<file path="src/rtl/psram_pkg.sv">
// Shared definitions for the PSRAM timing controller: FSM state encoding,
// byte-lane select values and a constant-safe ceil(log2) helper.
package psram_pkg;

  typedef enum logic [2:0] {
    ST_WAKE,
    ST_IDLE,
    ST_SETUP,
    ST_RD_ACC,
    ST_WR_ACC,
    ST_RECOV,
    ST_SLEEP
  } state_e;

  localparam logic LANE_LO = 1'b0;
  localparam logic LANE_HI = 1'b1;

  function automatic int clog2(input int value);
    int result;
    result = 0;
    for (int i = 0; i < 31; i++) begin
      if ((1 << i) < value) result = i + 1;
    end
    return result;
  endfunction

endpackage

</file>
<file path="src/rtl/psram_ctrl_if.sv">
// Byte-wide host bus between the bus master and the PSRAM controller.
interface psram_ctrl_if;

  logic [22:0] host_addr;
  logic        host_rd;
  logic        host_wr;
  logic [7:0]  host_wdata;
  logic        host_ready;
  logic [7:0]  host_rdata;
  logic        host_rvalid;

  modport master (
    output host_addr, host_rd, host_wr, host_wdata,
    input  host_ready, host_rdata, host_rvalid
  );

  modport slave (
    input  host_addr, host_rd, host_wr, host_wdata,
    output host_ready, host_rdata, host_rvalid
  );

endinterface

</file>
<file path="src/rtl/psram_ctrl.sv">
// Sequences single-byte accesses onto an asynchronous 16-bit PSRAM with
// programmable wait states, plus ZZ sleep handling and the power-up wake delay.
module psram_ctrl
  import psram_pkg::*;
#(
  parameter int RD_CYC   = 2,
  parameter int WR_CYC   = 2,
  parameter int REC_CYC  = 1,
  parameter int WAKE_CYC = 2400
) (
  input  logic         clk,
  input  logic         rst,
  psram_ctrl_if.slave  host,
  input  logic         sleep_req,
  output logic [21:0]  ram_a,
  input  logic [15:0]  ram_dq_i,
  output logic [15:0]  ram_dq_o,
  output logic         ram_dq_oe,
  output logic         ram_ce_n,
  output logic         ram_oe_n,
  output logic         ram_we_n,
  output logic         ram_lb_n,
  output logic         ram_ub_n,
  output logic         ram_zz_n
);

  localparam int MAX_RW  = (RD_CYC > WR_CYC) ? RD_CYC : WR_CYC;
  localparam int MAX_RWR = (MAX_RW > REC_CYC) ? MAX_RW : REC_CYC;
  localparam int MAX_CYC = (MAX_RWR > WAKE_CYC) ? MAX_RWR : WAKE_CYC;
  localparam int CNT_W   = clog2(MAX_CYC) + 1;

  typedef logic [CNT_W-1:0] cnt_t;

  localparam cnt_t RD_LOAD   = cnt_t'(RD_CYC - 1);
  localparam cnt_t WR_LOAD   = cnt_t'(WR_CYC - 1);
  localparam cnt_t REC_LOAD  = cnt_t'(REC_CYC - 1);
  localparam cnt_t WAKE_LOAD = cnt_t'(WAKE_CYC - 1);

  state_e      state_q, state_d;
  cnt_t        cnt_q, cnt_d;
  logic [21:0] addr_q, addr_d;
  logic        lane_q, lane_d;
  logic        wr_q, wr_d;
  logic [15:0] dq_o_q, dq_o_d;
  logic [7:0]  rdata_q, rdata_d;
  logic        rvalid_q, rvalid_d;
  logic        ready_q, ready_d;
  logic        dq_oe_q, dq_oe_d;
  logic        ce_n_q, ce_n_d;
  logic        oe_n_q, oe_n_d;
  logic        we_n_q, we_n_d;
  logic        lb_n_q, lb_n_d;
  logic        ub_n_q, ub_n_d;
  logic        zz_n_q, zz_n_d;
  logic        accept;
  logic        active;

  always_comb begin
    state_d  = state_q;
    cnt_d    = cnt_q;
    addr_d   = addr_q;
    lane_d   = lane_q;
    wr_d     = wr_q;
    dq_o_d   = dq_o_q;
    rdata_d  = rdata_q;
    rvalid_d = 1'b0;
    accept   = ready_q && (state_q == ST_IDLE) && (host.host_rd || host.host_wr);

    unique case (state_q)
      ST_WAKE: begin
        if (cnt_q == '0) state_d = ST_IDLE;
        else             cnt_d   = cnt_q - cnt_t'(1);
      end
      ST_IDLE: begin
        if (accept) begin
          state_d = ST_SETUP;
          addr_d  = host.host_addr[22:1];
          lane_d  = host.host_addr[0];
          // A simultaneous read is dropped: write wins.
          wr_d    = host.host_wr;
          if (host.host_wr) dq_o_d = {host.host_wdata, host.host_wdata};
        end else if (sleep_req) begin
          state_d = ST_SLEEP;
        end
      end
      ST_SETUP: begin
        if (wr_q) begin
          state_d = ST_WR_ACC;
          cnt_d   = WR_LOAD;
        end else begin
          state_d = ST_RD_ACC;
          cnt_d   = RD_LOAD;
        end
      end
      ST_RD_ACC: begin
        if (cnt_q == '0) begin
          rdata_d  = (lane_q == LANE_HI) ? ram_dq_i[15:8] : ram_dq_i[7:0];
          rvalid_d = 1'b1;
          state_d  = ST_RECOV;
          cnt_d    = REC_LOAD;
        end else begin
          cnt_d = cnt_q - cnt_t'(1);
        end
      end
      ST_WR_ACC: begin
        if (cnt_q == '0) begin
          state_d = ST_RECOV;
          cnt_d   = REC_LOAD;
        end else begin
          cnt_d = cnt_q - cnt_t'(1);
        end
      end
      ST_RECOV: begin
        if (cnt_q == '0) state_d = ST_IDLE;
        else             cnt_d   = cnt_q - cnt_t'(1);
      end
      ST_SLEEP: begin
        if (!sleep_req) begin
          state_d = ST_WAKE;
          cnt_d   = WAKE_LOAD;
        end
      end
      default: begin
        state_d = ST_WAKE;
        cnt_d   = WAKE_LOAD;
      end
    endcase

    // Pin strobes are decoded from the next state so every pin is a flop output.
    active  = (state_d == ST_SETUP) || (state_d == ST_RD_ACC) || (state_d == ST_WR_ACC);
    ce_n_d  = !active;
    lb_n_d  = !(active && (lane_d == LANE_LO));
    ub_n_d  = !(active && (lane_d == LANE_HI));
    oe_n_d  = !(state_d == ST_RD_ACC);
    we_n_d  = !(state_d == ST_WR_ACC);
    dq_oe_d = wr_d && ((state_d == ST_SETUP) || (state_d == ST_WR_ACC));
    zz_n_d  = (state_d != ST_SLEEP);
    ready_d = (state_d == ST_IDLE) && !sleep_req;
  end

  always_ff @(posedge clk) begin
    if (rst) begin
      state_q  <= ST_WAKE;
      cnt_q    <= WAKE_LOAD;
      addr_q   <= '0;
      lane_q   <= LANE_LO;
      wr_q     <= 1'b0;
      dq_o_q   <= '0;
      rdata_q  <= '0;
      rvalid_q <= 1'b0;
      ready_q  <= 1'b0;
      dq_oe_q  <= 1'b0;
      ce_n_q   <= 1'b1;
      oe_n_q   <= 1'b1;
      we_n_q   <= 1'b1;
      lb_n_q   <= 1'b1;
      ub_n_q   <= 1'b1;
      zz_n_q   <= 1'b1;
    end else begin
      state_q  <= state_d;
      cnt_q    <= cnt_d;
      addr_q   <= addr_d;
      lane_q   <= lane_d;
      wr_q     <= wr_d;
      dq_o_q   <= dq_o_d;
      rdata_q  <= rdata_d;
      rvalid_q <= rvalid_d;
      ready_q  <= ready_d;
      dq_oe_q  <= dq_oe_d;
      ce_n_q   <= ce_n_d;
      oe_n_q   <= oe_n_d;
      we_n_q   <= we_n_d;
      lb_n_q   <= lb_n_d;
      ub_n_q   <= ub_n_d;
      zz_n_q   <= zz_n_d;
    end
  end

  assign host.host_ready  = ready_q;
  assign host.host_rdata  = rdata_q;
  assign host.host_rvalid = rvalid_q;
  assign ram_a            = addr_q;
  assign ram_dq_o         = dq_o_q;
  assign ram_dq_oe        = dq_oe_q;
  assign ram_ce_n         = ce_n_q;
  assign ram_oe_n         = oe_n_q;
  assign ram_we_n         = we_n_q;
  assign ram_lb_n         = lb_n_q;
  assign ram_ub_n         = ub_n_q;
  assign ram_zz_n         = zz_n_q;

endmodule

</file>
<file path="src/flat_wrapper.sv">
// flat-port wrapper written by rule: the top's interface ports become plain ports
module psram_ctrl_flat import psram_pkg::*;
#(
  parameter int RD_CYC   = 2,
  parameter int WR_CYC   = 2,
  parameter int REC_CYC  = 1,
  parameter int WAKE_CYC = 2400
)
  (clk, rst, sleep_req, ram_a, ram_dq_i, ram_dq_o, ram_dq_oe, ram_ce_n, ram_oe_n, ram_we_n, ram_lb_n, ram_ub_n, ram_zz_n, host_host_addr, host_host_rd, host_host_wr, host_host_wdata, host_host_ready, host_host_rdata, host_host_rvalid);
  psram_ctrl_if host_i ();
  input  logic clk;
  input  logic rst;
  input  logic sleep_req;
  output logic [21:0] ram_a;
  input  logic [15:0] ram_dq_i;
  output logic [15:0] ram_dq_o;
  output logic ram_dq_oe;
  output logic ram_ce_n;
  output logic ram_oe_n;
  output logic ram_we_n;
  output logic ram_lb_n;
  output logic ram_ub_n;
  output logic ram_zz_n;
  input wire logic [$bits(host_i.host_addr)-1:0] host_host_addr;
  input wire logic [$bits(host_i.host_rd)-1:0] host_host_rd;
  input wire logic [$bits(host_i.host_wr)-1:0] host_host_wr;
  input wire logic [$bits(host_i.host_wdata)-1:0] host_host_wdata;
  output wire logic [$bits(host_i.host_ready)-1:0] host_host_ready;
  output wire logic [$bits(host_i.host_rdata)-1:0] host_host_rdata;
  output wire logic [$bits(host_i.host_rvalid)-1:0] host_host_rvalid;
  assign host_i.host_addr = host_host_addr;
  assign host_i.host_rd = host_host_rd;
  assign host_i.host_wr = host_host_wr;
  assign host_i.host_wdata = host_host_wdata;
  assign host_host_ready = host_i.host_ready;
  assign host_host_rdata = host_i.host_rdata;
  assign host_host_rvalid = host_i.host_rvalid;
  psram_ctrl #(.RD_CYC(RD_CYC), .WR_CYC(WR_CYC), .REC_CYC(REC_CYC), .WAKE_CYC(WAKE_CYC)) u_core (.clk(clk), .rst(rst), .host(host_i), .sleep_req(sleep_req), .ram_a(ram_a), .ram_dq_i(ram_dq_i), .ram_dq_o(ram_dq_o), .ram_dq_oe(ram_dq_oe), .ram_ce_n(ram_ce_n), .ram_oe_n(ram_oe_n), .ram_we_n(ram_we_n), .ram_lb_n(ram_lb_n), .ram_ub_n(ram_ub_n), .ram_zz_n(ram_zz_n));
endmodule
</file>
<file path="config.mk">
export PLATFORM = sky130hd
export DESIGN_NAME = psram_ctrl_flat
export DESIGN_NICKNAME = d
export VERILOG_FILES = /design/src/rtl/psram_pkg.sv /design/src/rtl/psram_ctrl_if.sv /design/src/rtl/psram_ctrl.sv /design/src/flat_wrapper.sv
export SDC_FILE = /design/constraint.sdc
export NUM_CORES = 1
export LEC_CHECK = 0
export BUFFER_PORTS_ARGS = -buffer_cell sky130_fd_sc_hd__buf_2
export CORE_UTILIZATION = 44
export DETAILED_ROUTE_END_ITERATION = 8
export PLACE_DENSITY = 0.76
export SYNTH_ARGS = -nofsm -noshare
export SYNTH_HDL_FRONTEND = slang
export SYNTH_SLANG_ARGS = --single-unit
</file>
<file path="constraint.sdc">
create_clock -name clk -period 2.8 [get_ports clk]
set_input_delay 0.28 -clock clk [delete_from_list [all_inputs] [get_ports clk]]
set_output_delay 0.28 -clock clk [all_outputs]
set_load 0.1 [all_outputs]
</file>
======== After elaboration in Yosys (flattened, before gate mapping) ========
Cells that the tools add are included.
storage, ports and cells
  flip-flop bits (word level) ............. 73
  input port bits ......................... 52
  output and inout port bits .............. 55
  logic and storage cells ................. 75
cells by class
  $add $sub $neg .......................... 1
  equal/unequal tests ..................... 13
  mux-type cells .......................... 17
  bitwise gates (word level) .............. 3
  reductions and logical operators ........ 25
operators with widths
  operator               count
  $pmux 13 s5            1
  $mux 13                3
  $mux 3                 6
  $pmux 3 s5             1
  $logic_not 13->1       1
  $sub 13x1->13 const B  1
  $eq 3x2->1 const B     4
  $eq 3x3->1 const B     4
  $mux 8                 1
  $eq 3x1->1 const B     2
  $logic_and 1x1->1      6
  $logic_not 1->1        6
  $reduce_and 3->1       2
  $reduce_or 2->1        3
  $mux 1                 5
  $logic_or 1x1->1       4
  $ne 2x2->1 const B     2
  $reduce_and 2->1       2
  $logic_not 3->1        1
  $ne 3x3->1 const B     1
  $not 1->1              3

======== Logic depth before layout (Yosys ltp) ========
Gate-level depths: netlist of run 1.
  word-level depth ........................ 10
  mapped depth ............................ 11
  mapped depth without buffers ............ 8

======== Worst setup path before layout of run 1 ========
OpenSTA, ideal clock, no wires.
  kind .................................... flip-flop to flip-flop
  from .................................... register u_core.cnt_q[0]
  to ...................................... register u_core.lb_n_q (netlist: u_core.ram_lb_n)
  library setup time ...................... 0.064 ns
  data arrival time ....................... 2.565 ns
  required time ........................... 2.736 ns
  slack ................................... 0.171 ns
  stages on the path, launching flop included .. 11
  buffers on the path ..................... 2
  period minus slack after synthesis ...... 2.629 ns
  path through ............................ dfxtp_1 -> inv_1 -> ha_1 -> or3b_2 -> clkbuf_1 -> or4_4 -> buf_6 -> nor2_2 -> a311o_2 -> mux2_4 -> nand3b_1
between the ends
  cells in the longest elaborated chain, start to end .. 8
  elaborated cells on any way between the ends .. 11
  those cells by class .................... eq/ne: 3; mux: 3; reduce/logical: 5
ends and longest elaborated chain
  what                              line               text
  start, declared                   psram_ctrl.sv:40   cnt_t cnt_q, cnt_d;
  start signal, assigned            psram_ctrl.sv:161  cnt_q <= cnt_d;
  $logic_not 13->1 (*)              -
  $mux 3, on equally long branches  -
  $pmux 3 s5 (*)                    psram_ctrl.sv:69   unique case (state_q)
  $eq 3x2->1                        psram_ctrl.sv:130  active = (state_d == ST_SETUP) || (state_d == ST_RD_ACC) || (state_d == ST_WR_ACC);
  $logic_or 1x1->1                  psram_ctrl.sv:130
  $logic_or 1x1->1 (*)              psram_ctrl.sv:130
  $logic_and 1x1->1 (*)             psram_ctrl.sv:132  lb_n_d = !(active && (lane_d == LANE_LO));
  $logic_not 1->1 (*)               psram_ctrl.sv:132
  end signal, assigned              psram_ctrl.sv:173  lb_n_q <= lb_n_d;
  end, declared                     psram_ctrl.sv:52   logic lb_n_q, lb_n_d;
Mark *: on every way between the ends. The rest lies on a longest branch, timed or not.
A chain may end at the register's enable or synchronous reset.

======== Worst setup path in the final report of run 1 ========
  from .................................... register u_core.cnt_q[4]
  to ...................................... register u_core.cnt_q[8]
between the ends
  cells in the longest elaborated chain, start to end .. 3
  elaborated cells on any way between the ends .. 7
  those cells by class .................... add/sub: 1; eq/ne: 1; mux: 3; reduce/logical: 2
ends and longest elaborated chain
  what                                               line
  $sub 13x1->13 or $logic_not 13->1 (tied branches)  -
  $mux 13 (tied with other cells)                    psram_ctrl.sv:71, psram_ctrl.sv:114
  $pmux 13 s5 or $reduce_and 3->1 (tied branches)    -
Several ways; a longest one is shown, not always the timed one. The select of a mux whose other input is x is not followed.

==> results of run 1 <==
[placed cells by master, fill, tap and decap left out, types with 2 or more instances in the layout]
master,count
inv_1,7
nor3_1,6
nor2_1,38
a31oi_1,2
clkbuf_8,9
nand3_1,4
o21ai_0,11
o211ai_1,5
nor3_2,2
nand2b_1,3
dfxtp_1,65
nand3b_1,3
mux2i_1,17
o21a_1,2
a211oi_1,8
a21oi_1,30
nor4_1,2
buf_4,7
o311ai_0,2
buf_2,106
nand2_1,61
nor2b_1,4
inv_6,3
or4_1,2
o21ai_1,2
[cell type report]
cell class / instances / area (µm²) / area share [%]
clock buffers: 9 / 124 / 3.54
clock inverters: 7 / 77.6 / 2.22
inverters: 7 / 26.3 / 0.751
multi-input cells: 228 / 1290 / 37.0
flip-flops and latches: 65 / 1300 / 37.2
well taps: 75 / 93.8 / 2.68
repair buffers: 113 / 583 / 16.7
[path summary, 6_finish.rpt]
kind                       from          endpoint  cells past startpoint
max reg2reg     u_core.cnt_q[4]   u_core.cnt_q[8]                      7
max             u_core.cnt_q[4]   u_core.cnt_q[8]                      7
min reg2reg     u_core.ram_a[2]   u_core.ram_a[2]                      2
min          host_host_addr[17]  u_core.ram_a[16]                      3
[logic make-up (layout without fill, tap and decap cells)]
family                   Yosys count  count (layout)  share of synthesized area [%]
XOR/XNOR                           2               2                          0.632
AND/OR/NAND/NOR                  136             136                           22.5
buffers and inverters             36             136                           6.59
multiplexers                      19              19                           7.09
AO/OA/AOI/OAI                     69              69                           15.3
adder cells (fa/ha/maj)            2               2                          0.858
flip-flops                        65              65                           47.0
[routing by layer]
metal  routed length [µm]  vias to the layer above  GRT usage (%)  part of all wire [%]
met1                 2630                     1216           24.5                    41
met3                  469                        8           6.74                   7.3
li1                     -                     1307              -                     -
met2                 3190                       97           34.1                    50
met4                   97                        0           8.21                   1.5
met5                    0                        -              0                     0
[flip-flops by register name, summed over array words and instances (netlist names), 3 cells and up]
| name | flops |
|---|---|
| u_core.state_q | 3 |
| u_core.cnt_q | 13 |
| u_core.host.host_rdata | 8 |
| u_core.ram_dq_o | 8 |
| u_core.ram_a | 22 |
[where the power goes]
part | total [W] | switching [W] | internal [W]
combinational | 0.0000661 | 0.0000313 | 0.0000349
sequential | 0.000932 | 0.00000382 | 0.000928
clock | 0.000811 | 0.000391 | 0.000420
total | 0.00181 | 0.000426 | 0.00138
[through the flow]
stage / total power [W] / hold slack (ns) / std cells / cell area [µm²] / setup slack (ns)
final: 0.00181 / 0.160 / 504 / 3500 / 0.221
after global routing: 0.00187 / 0.161 / 504 / 3500 / 0.100
after CTS: 0.00182 / 0.149 / 504 / 3490 / 0.128
after detailed placement: 0.00102 / 0.443 / 488 / 3290 / 0.135
after global placement: 0.00102 / 0.439 / 488 / 3290 / 0.232
after floorplan: 0.000978 / 0.357 / 329 / 2770 / 0.171
[worst max-delay path: cells and delay by family (launching register included)]
family | cells | cell delay, ns
DFF | 1 | 0.37
and+or+nand+nor | 2 | 1.26
AOI/OAI and AO/OA | 3 | 0.32
buffers and inverters | 1 | 0.17
adders and majority gates | 1 | 0.35
==> qor.yml, run 1 <==
global_routing:
  grt.overflow.total: 0
  grt_usage_pct: 20.6
  antenna_found_initial: 0
  grt_pass1_vias: 2383
  grt_pass1_wl_mm: 10.4
  grt_max_degree: 54
floorplan:
  core_um2: 5990
  pin_count: 107
  initial_core_util_pct: 46.2
  dieArea_um2: 6620
  fp.dieW_um: 81.3
  rows: 28
  dieHeight_um: 81.3
synthesis:
  syn_inst: 329
  netlist.area_leader.share_pct: 47.0
  synth_nets: 382
  netlist_area_um2: 2770
  yosysMostFrequentCell: "dfxtp_1"
  synth_edf_count: 0
  synth_cell_types: 50
  synthTopCellsByArea: "dfxtp_1 (47%), nand2_1 (8.3%), mux2i_1 (6.1%), a21oi_1 (5.4%), nor2_1 (5.1%)"
  ys_async_sr_fraction_pct: 0
  ys.flop_type: "dfxtp_1"
  yosys_warnings: 0
  synth_area_per_cell_um2: 8.42
  yosysSeqAreaShare_pct: 47.0
  yosysTopAreaCell: "dfxtp_1"
  synth.ff_latch_count: 65
  synth_common_cells: "dfxtp_1 (65), nand2_1 (61), nor2_1 (38)"
place:
  hpwlAfterDp_mm: 4.62
  routabilityCongestion: 0.829
  port_buffers: 106
route:
  drt-initial-drc-count: 122
  num_vias: 2628
  dr.pass1.iters: 4
  wl_per_cell_um: 12.7
  ant_nets: 0
  drc: 0
  drt-total-wl_mm: 6.39
  viasPerCell: 5.21
clock_tree:
  clock_latency_ns: 0.35
  cts_buffers: 9
  post_cts_resized: 0
  cts_hold_buffers: 0
  clock-sinks: 65
  cts_setup_buffers: 0
  cts-root-buf: "clkbuf_8"
  cts_buffer_depth: 2
  clk_pin_slew_ns: 0.08
  cts_tree: "built"
  htreeDepth: 3
finish:
  utilization_pct: 58.4
  num-nets-final: 477
  syn2layout_area_growth_pct: 26.4
  diodes: 0
  drive_above_1_share_pct: 33.3
  nFillCells: 532
sta:
  fin_skew_ns: 0.0111
  finalHoldViolCount: 0
  slew_violations: 0
  fin_crit_sh_pct: 92.1
  setup_viol: 0
  max_freq_mhz: 388
  worst_pin_slew_ns: 0.741
  rsz0062_at_grt: "no"
  tns_ns: 0
  relSlewSlack_pct: 50.5
  min_period_ns: 2.58
outcome:
  outcome: "finished clean"
setup_path:
  crit_path_start_kind: "flip-flop"
  cp_max_fo: 7
  rrSetupSlack_ns: 0.22
  path_cells: "or4_1, or4_4, maj3_2, o21ai_2, buf_4, o21ai_0, o311ai_0"
  path_class: "flip-flop to flip-flop"
  cpPeakStageDelay_ns: 0.65
  end_kind: "flip-flop"
  crit_arrival_ns: 2.82
  required_ns: 3.04
  crit_slowest_cell: "or4_1"
pwr:
  leakagePower_nw: 1.54
  p_per_area_nw_per_um2: 517
  peakVddDrop_mv: 0.334
min_path:
  hold_class: "input pin to flip-flop"
flow_run:
  cap_viol_max_count: 0
Power figures use the tool's default switching activity.
==> run 2: changes to the inputs <==
- ABC_AREA: unset -> 1
- PLACE_DENSITY: 0.76 -> 0.75
==> qor.yml, run 2 <==
place:
  routabilityCongestion: 0.883
  port_buffers: 106
  hpwlAfterDp_mm: 4.94
floorplan:
  core_um2: 6350
  dieHeight_um: 82.9
  initial_core_util_pct: 45.3
  fp.dieW_um: 82.9
  pin_count: 107
  rows: 29
  dieArea_um2: 6870
global_routing:
  grt_usage_pct: 19.4
  grt_pass1_wl_mm: 11.0
  grt_max_degree: 28
  grt_pass1_vias: 2614
  grt.overflow.total: 0
  antenna_found_initial: 0
sta:
  setup_viol: 0
  worst_pin_slew_ns: 0.700
  slew_violations: 0
  tns_ns: 0
  finalHoldViolCount: 0
  rsz0062_at_grt: "no"
  fin_skew_ns: 0.00672
  min_period_ns: 1.78
  relSlewSlack_pct: 53.3
  fin_crit_sh_pct: 63.5
  max_freq_mhz: 562
route:
  wl_per_cell_um: 11.5
  ant_nets: 0
  dr.pass1.iters: 6
  drt-initial-drc-count: 132
  drc: 0
  num_vias: 2851
  viasPerCell: 4.98
  drt-total-wl_mm: 6.61
synthesis:
  synth_cell_types: 32
  synth_area_per_cell_um2: 7.34
  yosys_warnings: 0
  synth_common_cells: "nor2_1 (90), dfxtp_1 (65), nand2_1 (63)"
  netlist.area_leader.share_pct: 45.2
  netlist_area_um2: 2880
  ys_async_sr_fraction_pct: 0
  yosysSeqAreaShare_pct: 45.2
  synth_edf_count: 0
  synthTopCellsByArea: "dfxtp_1 (45%), nor2_1 (12%), nand2_1 (8.2%), o21ai_0 (7.0%), nand3_1 (3.5%)"
  synth_nets: 445
  yosysTopAreaCell: "dfxtp_1"
  yosysMostFrequentCell: "nor2_1"
  synth.ff_latch_count: 65
  syn_inst: 392
  ys.flop_type: "dfxtp_1"
clock_tree:
  cts_setup_buffers: 0
  htreeDepth: 3
  cts_tree: "built"
  clock_latency_ns: 0.34
  cts_buffer_depth: 2
  clock-sinks: 65
  cts_hold_buffers: 0
  clk_pin_slew_ns: 0.07
  post_cts_resized: 0
  cts-root-buf: "clkbuf_8"
  cts_buffers: 9
setup_path:
  cp_max_fo: 7
  path_cells: "inv_1, ha_1, nand3_2, nor2_4, nand2_2, nand2_1, nand2_1, o21ai_2, nand3_1"
  end_kind: "flip-flop"
  cpPeakStageDelay_ns: 0.30
  required_ns: 3.01
  path_class: "flip-flop to flip-flop"
  crit_path_start_kind: "flip-flop"
  crit_arrival_ns: 1.99
  cp_common_cell: "nand2_1"
  crit_slowest_cell: "dfxtp_1"
pwr:
  leakagePower_nw: 1.81
  p_per_area_nw_per_um2: 651
  total_power_w: 0.00237
  peakVddDrop_mv: 0.316
finish:
  syn2layout_area_growth_pct: 26.2
  nFillCells: 577
  largest_register_ffs: 22
  seq_area_um2: 1300
  drive_above_1_share_pct: 32.1
  diodes: 0
  layout_commonest_cell: "buf_2"
  most-common-layout-cells: "buf_2 (106), nor2_1 (90), dfxtp_1 (65)"
  multi_input_area_um2: 1330
  num-nets-final: 544
min_path:
  hold_class: "input pin to flip-flop"
outcome:
  outcome: "finished clean"
flow_run:
  cap_viol_max_count: 0
==> run 2: kinds of logic after synthesis <==
family	after synthesis	synth area share, %
buffers and inverters	55	8.69
adder cells (fa/ha/maj)	1	0.435
flip-flops	65	45.2
AO/OA/AOI/OAI	67	13.0
XOR/XNOR	3	0.913
AND/OR/NAND/NOR	201	31.8
==> run 2: area by class of cell <==
| class | instances | share of cell area (%) |
|---|---|---|
| tap | 77 | 2.65 |
| inverter | 35 | 3.68 |
| sequential | 65 | 35.8 |
| multi-input combinational | 272 | 36.5 |
| clock inverter | 4 | 2.03 |
| timing repair buffer | 108 | 15.0 |
| clock buffer | 12 | 4.27 |
==> run 2: per-stage QoR <==
| stage | instance area, µm² | utilization (%) | hold slack, ns | setup WS (ns) | instances |
|---|---|---|---|---|---|
| finish | 3630 | 57.2 | 0.160 | 1.02 | 573 |
| floorplan | 2880 | - | 0.415 | 0.704 | 392 |
| global placement | 3400 | 53.6 | 0.459 | 1.13 | 557 |
| CTS | 3630 | 57.2 | 0.149 | 1.03 | 573 |
| global route | 3630 | 57.2 | 0.163 | 0.853 | 573 |
| detailed placement | 3400 | 53.6 | 0.463 | 1.05 | 557 |
==> run 2: final timing paths <==
check / start / end / slack, ns / cells past startpoint
hold reg to reg: u_core.cnt_q[12] / u_core.cnt_q[12] / 0.47 / 2
setup reg to reg: u_core.cnt_q[0] / u_core.ram_ub_n / 1.02 / 9
setup / recovery: u_core.cnt_q[0] / u_core.ram_ub_n / 1.02 / 9
hold / removal: host_host_wdata[5] / u_core.ram_dq_o[13] / 0.16 / 3
==> run 2: critical path, delay by kind of cell, from the launching register on <==
family                     cells  cell delay (ns)
and+or+nand+nor                6             0.81
AOI/OAI and AO/OA              1             0.20
DFF                            1             0.30
buffers and inverters          1             0.11
adders and majority gates      1             0.22
==> run 2: per-layer routing <==
| metal | track usage, % | routed length (µm) | vias up | part of all wire (%) |
|---|---|---|---|---|
| li1 | - | - | 1456 | - |
| met1 | 23.5 | 2880 | 1273 | 44 |
| met2 | 32.4 | 3150 | 106 | 48 |
| met3 | 4.47 | 431 | 16 | 6.5 |
| met4 | 9.72 | 146 | 0 | 2.2 |
| met5 | 0 | 0 | - | 0 |
==> run 2: power breakdown <==
part           switching (W)  total [W]  internal (W)
Combinational       0.000279   0.000417      0.000138
Clock               0.000357   0.000909      0.000552
Sequential         0.0000593    0.00104      0.000980
==> run 3: changes to the inputs <==
- clock period: 2.8 -> 1.4 ns (I/O delays scaled with it)
==> qor.yml, run 3 (synthesized netlist as in run 2, its figures left out) <==
outcome:
  outcome: "finished with violations"
  violations: "setup timing"
floorplan:
  pin_count: 107
  dieHeight_um: 82.9
  initial_core_util_pct: 45.3
  core_um2: 6350
  rows: 29
  fp.dieW_um: 82.9
  dieArea_um2: 6870
sta:
  relSlewSlack_pct: 66.5
  slew_violations: 0
  fin_skew_ns: 0.0139
  finalHoldViolCount: 0
  setup_ws_ns: -0.155
  setup_viol: 25
  rsz0062_at_grt: "yes"
  tns_ns: -1.89
  min_period_ns: 1.56
  max_freq_mhz: 643
  fin_crit_sh_pct: 111
  worst_pin_slew_ns: 0.506
route:
  drc: 0
  drt-initial-drc-count: 85
  dr.pass1.iters: 4
  wl_per_cell_um: 12.0
  ant_nets: 0
  num_vias: 3039
  viasPerCell: 4.92
  drt-total-wl_mm: 7.44
clock_tree:
  cts_buffer_depth: 2
  clock-sinks: 65
  htreeDepth: 3
  cts_buffers: 9
  clock_latency_ns: 0.34
  cts_tree: "built"
  cts_hold_buffers: 0
  clk_pin_slew_ns: 0.08
  cts-root-buf: "clkbuf_8"
flow_run:
  cap_viol_max_count: 0
pwr:
  p_per_area_nw_per_um2: 1170
  peakVddDrop_mv: 0.746
  total_power_w: 0.00489
  leakagePower_nw: 2.05
finish:
  diodes: 0
  largest_register_ffs: 22
  utilization_pct: 65.6
  syn2layout_area_growth_pct: 44.6
  num-nets-final: 589
  finalNonFillerCells: 618
  layout_commonest_cell: "buf_2"
  drive_above_1_share_pct: 44.7
  most-common-layout-cells: "buf_2 (106), nor2_1 (84), nand2_1 (57)"
setup_path:
  crit_path_start_kind: "flip-flop"
  crit_arrival_ns: 1.76
  path_class: "flip-flop to flip-flop"
  end_kind: "flip-flop"
  cpPeakStageDelay_ns: 0.33
  cp_max_fo: 7
  crit_slowest_cell: "dfxtp_2"
  required_ns: 1.61
  path_cells: "inv_2, ha_4, nand3_4, nor2_4, nand2_4, nand2_2, nand2_2, nor2_4, inv_2, o21ai_4, nand3_1"
place:
  hpwlAfterDp_mm: 5.29
  routabilityCongestion: 0.881
  placed_cells: 597
  place_worst_setup_slack_ns: -0.163
  port_buffers: 106
global_routing:
  grt_max_degree: 25
  grt_pass1_vias: 2960
  grt_usage_pct: 22.4
  antenna_found_initial: 0
  grt.overflow.total: 0
  grt_pass1_wl_mm: 12.6
min_path:
  hold_class: "input pin to flip-flop"
[run 3: cell count changes in the layout (fill, tap and decap cells not counted), sizes merged]
cell / previous run / this run
clkbuf: 12 / 10
clkinv: 2 / 4
bufinv: 2 / 1
clkinvlp: 0 / 1
buf: 108 / 153
[run 3: metrics by stage]
stage	hold slack (ns)	cell area [µm²]
final	0.0223	4160
after global routing	0.00991	4160
after CTS	0.0109	4060
after detailed placement	0.371	3790
after global placement	0.361	3790
after floorplan	0.275	2940
[run 3: area by class of cell]
class                      count  area [µm²]
inverter                      35         139
clock inverter                 6        65.1
tap                           77        96.3
fill                         552        2190
sequential                    65        1320
timing repair buffer         153         936
multi-input combinational    272        1470
clock buffer                  10         138
[run 3: power by group]
| part | total (W) | switching (W) | internal [W] |
|---|---|---|---|
| Sequential | 0.00205 | 0.0000829 | 0.00196 |
| Clock | 0.00165 | 0.000773 | 0.000874 |
| Combinational | 0.00119 | 0.000716 | 0.000476 |
| Total | 0.00489 | 0.00157 | 0.00331 |
[run 3: worst paths after layout]
check	from	endpoint	slack [ns]	cells after the start
worst max-delay path	u_core.cnt_q[1]	u_core.ram_lb_n	-0.16	11
worst min register to register	u_core.ram_a[5]	u_core.ram_a[5]	0.48	2
worst max register to register	u_core.cnt_q[1]	u_core.ram_lb_n	-0.16	11
worst min-delay path	host_host_wdata[7]	u_core.ram_dq_o[7]	0.02	3
[run 3: layer usage]
| layer | global-route usage [%] | share of wire [%] | vias to the layer above | wire length [µm] |
|---|---|---|---|---|
| li1 | - | - | 1549 | - |
| met3 | 5.27 | 4.6 | 14 | 343 |
| met5 | 0 | 0 | - | 0 |
| met1 | 26.2 | 44 | 1381 | 3260 |
| met2 | 38.2 | 49 | 95 | 3670 |
| met4 | 11.1 | 2.2 | 0 | 161 |
[run 3: what timing repair did]
action                     CTS  global route
pin swaps                    5             7
buffers inserted             3             2
resized for setup           19            35
setup endpoints to repair   31            61
[run 3: critical path: cells and delay by family (launching register included)]
family / cells / cell delay (ns)
AO/OA/AOI/OAI: 1 / 0.08
adder cells (fa/ha/maj): 1 / 0.14
flip-flops: 1 / 0.33
buffers and inverters: 2 / 0.13
AND/OR/NAND/NOR: 7 / 0.73
